**config.mk**
```make
export PLATFORM = sky130hd
export DESIGN_NAME = jsv_sdram_arbiter
export DESIGN_NICKNAME = d
export VERILOG_FILES = /design/src/rtl/jsv_sdram_pkg.sv /design/src/rtl/jsv_sdram_wdog.sv /design/src/rtl/jsv_sdram_arbiter.sv
export SDC_FILE = /design/constraint.sdc
export NUM_CORES = 1
export LEC_CHECK = 0
export ABC_AREA = 1
export CAP_MARGIN = 0
export CORE_MARGIN = 1.5
export CORE_UTILIZATION = 47
export DETAILED_ROUTE_END_ITERATION = 8
export GPL_TIMING_DRIVEN = 0
export PLACE_DENSITY = 0.95
export SYNTH_ARGS = -nofsm -noshare
export SYNTH_HDL_FRONTEND = slang
export SYNTH_SLANG_ARGS = --single-unit
```
**constraint.sdc**
```tcl
create_clock -name clk_clk -period 3.3 [get_ports clk_clk]
set_input_delay 0.33 -clock clk_clk [delete_from_list [all_inputs] [get_ports clk_clk]]
set_output_delay 0.33 -clock clk_clk [all_outputs]
set_load 0.01 [all_outputs]
```
**src/rtl/jsv_sdram_pkg.sv**
```systemverilog
// rtl/jsv_sdram_pkg.sv - shared types and constants for the jsv_sdram arbiter slice
package jsv_sdram_pkg;

    typedef enum logic [1:0] {IDLE, BUSY, RESP} state_t;
    typedef enum logic {GNT_DISP, GNT_COMP} gnt_t;

    localparam int DEF_ADDR_W = 23;
    localparam int DEF_DATA_W = 16;
    localparam int DEF_BE_W   = 2;

    localparam logic [15:0] ABORT_DATA = 16'hDEAD;

endpackage

```
**src/rtl/jsv_sdram_wdog.sv**
```systemverilog
// rtl/jsv_sdram_wdog.sv - clear/enable/expire cycle counter; TIMEOUT=0 never expires
module jsv_sdram_wdog #(
    parameter int TIMEOUT = 1023
) (
    input  logic i_clk,
    input  logic i_rst_n,
    input  logic i_clear,
    input  logic i_en,
    output logic o_expire
);

    generate
        if (TIMEOUT == 0) begin : g_bypass
            logic w_unused;
            assign w_unused = ^{i_clk, i_rst_n, i_clear, i_en};
            assign o_expire = 1'b0;
        end else begin : g_cnt
            localparam int CW = $clog2(TIMEOUT + 1);
            logic [CW-1:0] r_cnt;

            // Expire fires in the TIMEOUT-th enabled cycle, so the counter only needs to reach TIMEOUT-1.
            assign o_expire = i_en && (r_cnt == CW'(TIMEOUT - 1));

            always_ff @(posedge i_clk or negedge i_rst_n) begin
                if (!i_rst_n) begin
                    r_cnt <= '0;
                end else if (i_clear) begin
                    r_cnt <= '0;
                end else if (i_en && !o_expire) begin
                    r_cnt <= r_cnt + 1'b1;
                end
            end
        end
    endgenerate

endmodule

```
**src/rtl/jsv_sdram_arbiter.sv**
```systemverilog
// rtl/jsv_sdram_arbiter.sv - DISP/COMP arbiter in front of the jsv_sdram bridge port
// Optional COMP starvation guard: JSV_ARB_STARVE_GUARD_EN
module jsv_sdram_arbiter
    import jsv_sdram_pkg::*;
#(
    parameter int ADDR_W       = DEF_ADDR_W,
    parameter int DATA_W       = DEF_DATA_W,
    parameter int BE_W         = DEF_BE_W,
`ifdef JSV_ARB_STARVE_GUARD_EN
    parameter int STARVE_LIMIT = 8,
`endif
    parameter int TIMEOUT      = 1023
) (
    input  logic              clk_clk,
    input  logic              reset_reset_n,
    input  logic [ADDR_W-1:0] disp_address,
    input  logic              disp_read,
    output logic              disp_acknowledge,
    output logic [DATA_W-1:0] disp_read_data,
    input  logic [ADDR_W-1:0] comp_address,
    input  logic [BE_W-1:0]   comp_byte_enable,
    input  logic              comp_read,
    input  logic              comp_write,
    input  logic [DATA_W-1:0] comp_write_data,
    output logic              comp_acknowledge,
    output logic [DATA_W-1:0] comp_read_data,
    output logic [ADDR_W-1:0] bridge_0_ext_address,
    output logic [BE_W-1:0]   bridge_0_ext_byte_enable,
    output logic              bridge_0_ext_read,
    output logic              bridge_0_ext_write,
    output logic [DATA_W-1:0] bridge_0_ext_write_data,
    input  logic              bridge_0_ext_acknowledge,
    input  logic [DATA_W-1:0] bridge_0_ext_read_data,
    output logic              timeout_err
);

    state_t            r_state;
    gnt_t              r_gnt;
    logic [ADDR_W-1:0] r_addr;
    logic [BE_W-1:0]   r_be;
    logic [DATA_W-1:0] r_wdata;
    logic              r_rd;
    logic              r_wr;
    logic              r_disp_ack;
    logic              r_comp_ack;
    logic [DATA_W-1:0] r_disp_rdata;
    logic [DATA_W-1:0] r_comp_rdata;
    logic              r_terr;

    logic w_comp_req;
    logic w_any_req;
    logic w_sel_comp;
    logic w_expire;

    assign w_comp_req = comp_read | comp_write;
    assign w_any_req  = disp_read | w_comp_req;

`ifdef JSV_ARB_STARVE_GUARD_EN
    localparam int SW = $clog2(STARVE_LIMIT + 1);
    logic [SW-1:0] r_starve;
    logic          w_force;

    assign w_force    = (r_starve >= SW'(STARVE_LIMIT));
    assign w_sel_comp = w_comp_req & (~disp_read | w_force);

    // Only IDLE cycles matter: a DISP grant over a waiting COMP counts, anything else resets.
    always_ff @(posedge clk_clk or negedge reset_reset_n) begin
        if (!reset_reset_n) begin
            r_starve <= '0;
        end else if (r_state == IDLE) begin
            if (!w_comp_req || w_sel_comp) begin
                r_starve <= '0;
            end else if (r_starve < SW'(STARVE_LIMIT)) begin
                r_starve <= r_starve + 1'b1;
            end
        end
    end
`else
    assign w_sel_comp = w_comp_req & ~disp_read;
`endif

    jsv_sdram_wdog #(
        .TIMEOUT (TIMEOUT)
    ) u_wdog (
        .i_clk    (clk_clk),
        .i_rst_n  (reset_reset_n),
        .i_clear  (r_state != BUSY),
        .i_en     (r_state == BUSY),
        .o_expire (w_expire)
    );

    always_ff @(posedge clk_clk or negedge reset_reset_n) begin
        if (!reset_reset_n) begin
            r_state      <= IDLE;
            r_gnt        <= GNT_DISP;
            r_addr       <= '0;
            r_be         <= '0;
            r_wdata      <= '0;
            r_rd         <= 1'b0;
            r_wr         <= 1'b0;
            r_disp_ack   <= 1'b0;
            r_comp_ack   <= 1'b0;
            r_disp_rdata <= '0;
            r_comp_rdata <= '0;
            r_terr       <= 1'b0;
        end else begin
            r_disp_ack <= 1'b0;
            r_comp_ack <= 1'b0;
            case (r_state)
                IDLE: begin
                    if (w_any_req) begin
                        r_state <= BUSY;
                        if (w_sel_comp) begin
                            r_gnt   <= GNT_COMP;
                            r_addr  <= comp_address;
                            r_be    <= comp_write ? comp_byte_enable : '1;
                            r_wdata <= comp_write_data;
                            r_wr    <= comp_write;
                            r_rd    <= ~comp_write;
                        end else begin
                            r_gnt   <= GNT_DISP;
                            r_addr  <= disp_address;
                            r_be    <= '1;
                            r_wr    <= 1'b0;
                            r_rd    <= 1'b1;
                        end
                    end
                end
                BUSY: begin
                    // A bridge ack in the expiry cycle still completes normally.
                    if (bridge_0_ext_acknowledge || w_expire) begin
                        r_rd    <= 1'b0;
                        r_wr    <= 1'b0;
                        r_state <= RESP;
                        if (r_gnt == GNT_COMP) begin
                            r_comp_ack <= 1'b1;
                        end else begin
                            r_disp_ack <= 1'b1;
                        end
                        if (!bridge_0_ext_acknowledge) begin
                            r_terr <= 1'b1;
                            if (r_gnt == GNT_COMP) begin
                                r_comp_rdata <= DATA_W'(ABORT_DATA);
                            end else begin
                                r_disp_rdata <= DATA_W'(ABORT_DATA);
                            end
                        end else if (r_rd) begin
                            if (r_gnt == GNT_COMP) begin
                                r_comp_rdata <= bridge_0_ext_read_data;
                            end else begin
                                r_disp_rdata <= bridge_0_ext_read_data;
                            end
                        end
                    end
                end
                RESP: begin
                    r_state <= IDLE;
                end
                default: begin
                    r_state <= IDLE;
                end
            endcase
        end
    end

    assign disp_acknowledge         = r_disp_ack;
    assign disp_read_data           = r_disp_rdata;
    assign comp_acknowledge         = r_comp_ack;
    assign comp_read_data           = r_comp_rdata;
    assign bridge_0_ext_address     = r_addr;
    assign bridge_0_ext_byte_enable = r_be;
    assign bridge_0_ext_read        = r_rd;
    assign bridge_0_ext_write       = r_wr;
    assign bridge_0_ext_write_data  = r_wdata;
    assign timeout_err              = r_terr;

endmodule

```
==> results of run 1 <==
## metal layers
metal	up-vias	wire length (microns)	GRT usage [%]
met5	-	0	0
met4	0	235	9.80
met3	23	867	7.10
met2	158	5490	43.0
met1	1833	4420	29.6
li1	1861	-	-
## state kept, by name (all words and copies together), names as in the netlist
signal,flops
bridge_0_ext_read,1
r_state,2
disp_acknowledge,1
bridge_0_ext_byte_enable,2
comp_read_data,16
u_wdog.g_cnt.r_cnt,10
bridge_0_ext_write,1
timeout_err,1
bridge_0_ext_address,23
comp_acknowledge,1
disp_read_data,16
r_gnt,1
bridge_0_ext_write_data,16
## stage by stage
step	total power (uW)	cells	TNS [ns]	setup WS [ns]
after floorplan	2890	473	0	1.65
after global placement	4100	740	-116.09	-1.28
after detailed placement	4220	741	0	1.11
after CTS	5060	758	0	1.37
after global routing	5390	758	0	1.23
final	5040	758	0	1.39
## final cells by class
cell class,instances,area share [%]
clock buffer,9,2.05
sequential,91,37.8
clock inverter,7,1.64
buffer,19,1.93
inverter,29,1.81
timing repair buffer,164,27.5
tap,105,2.18
multi-input combinational,334,25.2
## final timing paths
| check | from | end | slack, ns | depth (start not counted) |
|---|---|---|---|---|
| max | u_wdog.g_cnt.r_cnt[0] | comp_read_data[6] | 1.39 | 10 |
| min | bridge_0_ext_acknowledge | timeout_err | 0.32 | 2 |
| max reg2reg | u_wdog.g_cnt.r_cnt[0] | comp_read_data[6] | 1.39 | 10 |
| min reg2reg | comp_read_data[0] | comp_read_data[0] | 0.48 | 2 |
| max in group asynchronous | reset_reset_n | bridge_0_ext_address[3] | 2.28 | 3 |
| min in group asynchronous | reset_reset_n | bridge_0_ext_write_data[10] | 0.40 | 2 |
## cell families (layout without fill, tap and decap cells)
group	after synthesis	after routing	synth area share, %
simple gates	266	266	28.3
flops	91	91	56.7
compound gates	65	65	8.62
xor+xnor	1	1	0.218
buf+inv	48	228	5.60
fa+ha+maj	2	2	0.623
## cell usage in the layout, fill, tap and decap left out
master and count:
clkdlybuf4s50_1 161, nand3_1 40, clkinv_2 1, clkinv_1 1, nor2_4 1, or2_2 11, buf_16 1, inv_6 3
buf_6 5, inv_1 28, nand4_1 2, bufinv_16 2, nand2_4 2, buf_2 6, nor2_2 1, nand3b_1 2
nor3_1 1, nand3_4 1, a21oi_4 1, o21ai_0 9, nand2_2 3, xor2_1 1, clkbuf_8 9, o21bai_1 1
a21oi_1 50, o21ai_2 1, ha_1 2, dfrtp_1 91, nor2_1 38, buf_4 1, clkinvlp_4 1, nand2_1 164
clkbuf_1 8, dlygate4sd3_1 1, a31oi_1 3
## worst max-delay path: stages, from the launching register on
cell     delay, ns
dfrtp_1       0.42
inv_1         0.10
ha_1          0.17
nand2_1       0.06
inv_1         0.11
nand3_4       0.13
a21oi_4       0.37
nand2_4       0.14
buf_6         0.19
nand2_1       0.07
nand2_1       0.06
## where the power goes
group          switching [uW]  total, uW  internal [uW]
Sequential                289       1880           1590
Clock                     409        842            433
Combinational            1130       2310           1180
==> results.md, run 1 <==
* Worst Tran Pin Value at 0.802 ns
* Post-Synthesis Net Count at 561
* Area contributors post-synth: dfrtp_1 57%, nand2_1 15%, a21oi_1 6.2%, nand3_1 5.0%, nor2_1 3.5%
* Clock skew at 0.0111 ns
* Routed vias/inst at 5.11
* Ys async rst share at 100%
* Final critical-path required period at 1.91 ns
* Cell Area, Synth at 0.00402 sq mm
* RSZ-0062 raised after global routing: false
* CP endpoint kind: flip-flop
* Layout cell share with drive strength beyond 1 at 7.66%
* Hold-fix buffers, CTS at 1
* FF+latch count, synth at 91
* Design area at approximately 0.006 sq mm
* Number of global-route vias before repair at 3782
* Seq/Total Area, Yosys at 56.7%
* CP Launch Type: flip-flop
* Distinct cell type count after synthesis at 26
* Worst skew pair latency at 0.36 ns
* Layout overhead on the synthesized area at 50.0%
* Fmax at 522 MHz
* 1st-iter DRT viols at 172
* Routability congestion estimate at 0.832
* Worst path required time at 3.55 ns
* Commonest cells post-synth: 164 x nand2_1, 91 x dfrtp_1, 50 x a21oi_1, 40 x nand3_1, 38 x nor2_1
* Initial antenna violation count at 0
* N_diodes at 0
* Top-area cell type share of the netlist area at 56.7%
* Post-Route WL at about 11 mm
* Slew margin rel. at ~47%
* Cells after synthesis at 473
* # Max-Cap Violations at 0
* Residual DRC at 0
* Pin count of the biggest net entering global routing at 76
* Worst Path Arrival at 2.17 ns
* Clock buffer depth at 2
* Die Ht at 95.5 microns
* Pre-antenna DRT Iters at 4
* PwrDens at roughly 840 mW/mm^2
* Port Buffer Count at 162
* Detail Route Antenna Nets at 0
* H-tree depth at 3
* GRT overflow at 0
* Post-synth EDFFs at 0
* Fin crit share at 58.0%
* Routed via count at 3875
* Setup Fix Bufs, Post-CTS at 0
* # nets final at approximately 740
* Worst-path fanout max at 10
* Leak pwr at 0.00285 uW
* Hold WC Path Type: primary input to flip-flop
* Mean Syn Cell Area at 8.50 sq um
* Hold Fails Final Rpt at 0
* Row count at 33
* Number of fill cells at 610
* Finish-stage setup viols at 0
* Average wire per standard cell at 14.5 microns
* Clk sink count at about 90
* HPWL Detailed at 8.38 mm
* TritonCTS Buffers at 9
* Die Wd at between 90 and 100 microns
* Root Buffer: clkbuf_8
* Tot GR Track Use at 25.0%
* Post_cts resized at 0
* First-pass GRT wire length at 17.5 mm
* Max VDD drop at between 400 and 500 uV
* Clk pin slew, worst setup/hold paths at 0.09 ns
* Status: completed
* Register area at ~0.0023 sq mm
* Most frequent cell after synthesis: nand2_1
* Core box area at 0.00826 sq mm
* Multi-input logic area at 0.00152 sq mm
* Yosys warning count at 0
* Area after DPL at about 0.0058 sq mm
* Io pins at about 160
* Initial Utilization at 48.7%
* Post-layout util at 73.0%
* CP Class: flip-flop to flip-flop
* Predominant post-synthesis flop cell: dfrtp_1
* Max-slew violation count at 0
* CTS tree: built
* Hold WS at 0.320 ns
* Dominant cell type by area after synthesis: dfrtp_1
* Full die area at 0.00911 sq mm
(Power assumes the default switching activity.)
==> run 2: changes to the inputs <==
--- a/config.mk
+++ b/config.mk
@@ -8,10 +8,10 @@
 export ABC_AREA = 1
 export CAP_MARGIN = 0
 export CORE_MARGIN = 1.5
-export CORE_UTILIZATION = 47
+export CORE_UTILIZATION = 39
 export DETAILED_ROUTE_END_ITERATION = 8
 export GPL_TIMING_DRIVEN = 0
-export PLACE_DENSITY = 0.95
+export PLACE_DENSITY = 0.86
 export SYNTH_ARGS = -nofsm -noshare
 export SYNTH_HDL_FRONTEND = slang
 export SYNTH_SLANG_ARGS = --single-unit
==> constraint.sdc (replaced) <==
create_clock -name clk_clk -period 1.6 [get_ports clk_clk]
set_input_delay 0.16 -clock clk_clk [delete_from_list [all_inputs] [get_ports clk_clk]]
set_output_delay 0.16 -clock clk_clk [all_outputs]
set_load 0.01 [all_outputs]
==> run 2 against run 1 <==
  * Non-clock buffer count rose by 13
  * Flip-flop and latch count did not move
  * Sequential power rose by 110%
  * Largest power group unchanged
  * Combinational power rose by 120%
  * Critical path depth rose by 1
==> results.md, run 2 (synthesis results as in run 1) <==
* Port Buffer Count at 162
* Worst skew pair latency at between 0.3 and 0.4 ns
* Net Sw Frac at ~37%
* # Max-Cap Violations at 0
* CP Launch Type: flip-flop
* Residual DRC at 0
* Max-slew violation count at 0
* Reg-to-reg slack, setup at 0.01 ns
* Io pins at 164
* PnR Total Power at 10400 uW
* Critical-path cell list: inv_2 > ha_4 > nand2_2 > inv_2 > nand3_4 > a21oi_4 > buf_12 > nand2_4 > buf_6 > nand2_1 > nand2_1
* 1st-iter DRT viols at 200
* Setup tns final at 0 ns
* Hold Fails Final Rpt at 0
* GRT overflow at 0
* Worst-path fanout max at 10
* Fin crit share at 99.4%
* CP Class: flip-flop to flip-flop
* Post-Route WL at approximately 11 mm
* CP endpoint kind: flip-flop
* H-tree depth at 3
* Largest register FFs at 23
* Worst r2r dst: comp_read_data[10]
* Core box area at ~0.0099 sq mm
* Biggest cell delay along the critical path at ~0.41 ns
* Number of fill cells at around 820
* Status: completed
* Pint at between 6000 and 7000 uW
* CTS tree: built
* Register area at 0.00228 sq mm
* Tot GR Track Use at between 20% and 30%
* Final critical-path required period at 1.59 ns
* Routed via count at 3855
* PwrDens at 1680 mW/mm^2
* Multi-input logic area at ~0.0015 sq mm
* Clock share of power at 14.8%
* Die Ht at 105 microns
* Max VDD drop at about 1000 uV
* Worst path required time at 1.84 ns
* Initial Utilization at between 40 and 50%
* Clk pin slew, worst setup/hold paths at 0.09 ns
* TritonCTS Buffers at 9
* Cells on worst reg2reg path at 11
* Worst Tran Pin Value at 0.605 ns
* N_diodes at 0
* Root Buffer: clkbuf_8
* Origin of the worst setup path: u_wdog.g_cnt.r_cnt[0]
* Pre-antenna DRT Iters at 4
* # nets final at 749
* Hold WC Path Type: primary input to flip-flop
* Number of global-route vias before repair at 3975
* Clock buffer depth at 2
* Initial antenna violation count at 0
* Fmax at 629 MHz
* Die Wd at 105 microns
* Clock skew at 0.00729 ns
* Layout cell share with drive strength beyond 1 at 11.4%
* Crit path capture: comp_read_data[10]
* Crit-path slowest cell: dfrtp_1
* Clk sink count at 91
* Detail Route Antenna Nets at 0
* R2r startpoint: u_wdog.g_cnt.r_cnt[0]
* Slew margin rel. at 59.7%
* HPWL Detailed at 8.47 mm
* Hold WS at 0.168 ns
* Full die area at 0.0109 sq mm
* Most frequent cells in the layout: 163 x nand2_1, 161 x clkdlybuf4s50_1, 90 x dfrtp_1, 48 x a21oi_1, 40 x nand3_1
* Worst Path Arrival at 1.83 ns
* Leak pwr at 0.00290 uW
* First-pass GRT wire length at 18.7 mm
* Routability congestion estimate at 0.867
* Comb pwr share at 47.9%
* Sequential power share at 37.3%
* Average wire per standard cell at 14.2 microns
* Routed vias/inst at 4.83
* Finish-stage setup viols at 0
* Pin count of the biggest net entering global routing at 48
* Layout overhead on the synthesized area at 54.4%
* RSZ-0062 raised after global routing: true
* Commonest non-fill, non-tap cell in the layout: nand2_1
* P_sw at 3820 uW
* Row count at 36
## run 2: changes by cell type in the layout (fill, tap and decap cells not counted), sizes merged
cell | before | now
clkinv | 2 | 1
bufinv | 2 | 1
buf | 13 | 26
clkinvlp | 1 | 4
inv | 31 | 29
## run 2: cell type report
type / count / share of cell area (%)
Clock buffer: 9 / 2.00
Buffer: 17 / 1.67
Clock inverter: 6 / 1.07
Multi-Input combinational cell: 334 / 25.0
Inverter: 29 / 1.81
Tap cell: 133 / 2.68
Sequential cell: 91 / 36.7
Timing Repair Buffer: 179 / 29.1
## run 2: stage by stage
step / util [%] / std cells / setup slack, ns / instance area [sq um]
after floorplan: - / 473 / 0.000505 / 4030
after CTS: 62.5 / 795 / 0.00162 / 6170
final: 62.9 / 798 / 0.0101 / 6210
after detailed placement: 59.3 / 769 / -0.407 / 5850
after global placement: 59.0 / 768 / -2.89 / 5820
after global routing: 62.9 / 798 / -0.0805 / 6210
## run 2: repair_timing
item / 4_1_cts / 5_1_grt
hold buffers: 1 / 0
pin swaps: 2 / 1
gates resized for setup: 6 / 10
setup endpoints to repair: 54 / 63
endpoints found under the hold margin: 44 / 0
cloned: 2 / 0
buffers inserted: 8 / 5
## run 2: worst min-delay path by stage
| stage | from | to | slack [ns] | cells past startpoint |
|---|---|---|---|---|
| global route | bridge_0_ext_acknowledge | timeout_err | 0.16 | 2 |
| floorplan | reset_reset_n | bridge_0_ext_address[0] | -0.14 | 0 |
| detailed placement | reset_reset_n | disp_read_data[0] | 0.21 | 1 |
| finish | bridge_0_ext_acknowledge | timeout_err | 0.17 | 2 |
| global placement | comp_read_data[3] | comp_read_data[3] | 0.45 | 2 |
| CTS | bridge_0_ext_acknowledge | timeout_err | 0.14 | 2 |
## run 2: metal layers
layer / global-route usage, % / vias to the layer above / routed length, microns
met2: 37.8 / 146 / 5810
met1: 25.1 / 1814 / 4520
met5: 0 / - / 0
li1: - / 1881 / -
met4: 8.04 / 0 / 188
met3: 5.64 / 14 / 849
## run 2: worst max-delay path: cells and delay by family, from the launching register on
| family | cells | cell delay, ns |
|---|---|---|
| flip-flops | 1 | 0.41 |
| buffers and inverters | 4 | 0.46 |
| adder cells (fa/ha/maj) | 1 | 0.12 |
| AO/OA/AOI/OAI | 1 | 0.17 |
| AND/OR/NAND/NOR | 5 | 0.30 |
## run 2: power groups by stage
stage | Sequential (uW) | Clock (uW) | Combinational (uW)
global placement | 3880 | 0 | 4670
finish | 3890 | 1550 | 4990
CTS | 3890 | 1590 | 4990
floorplan | 4280 | 0 | 1700
global route | 4000 | 1690 | 5470
detailed placement | 3920 | 0 | 4790
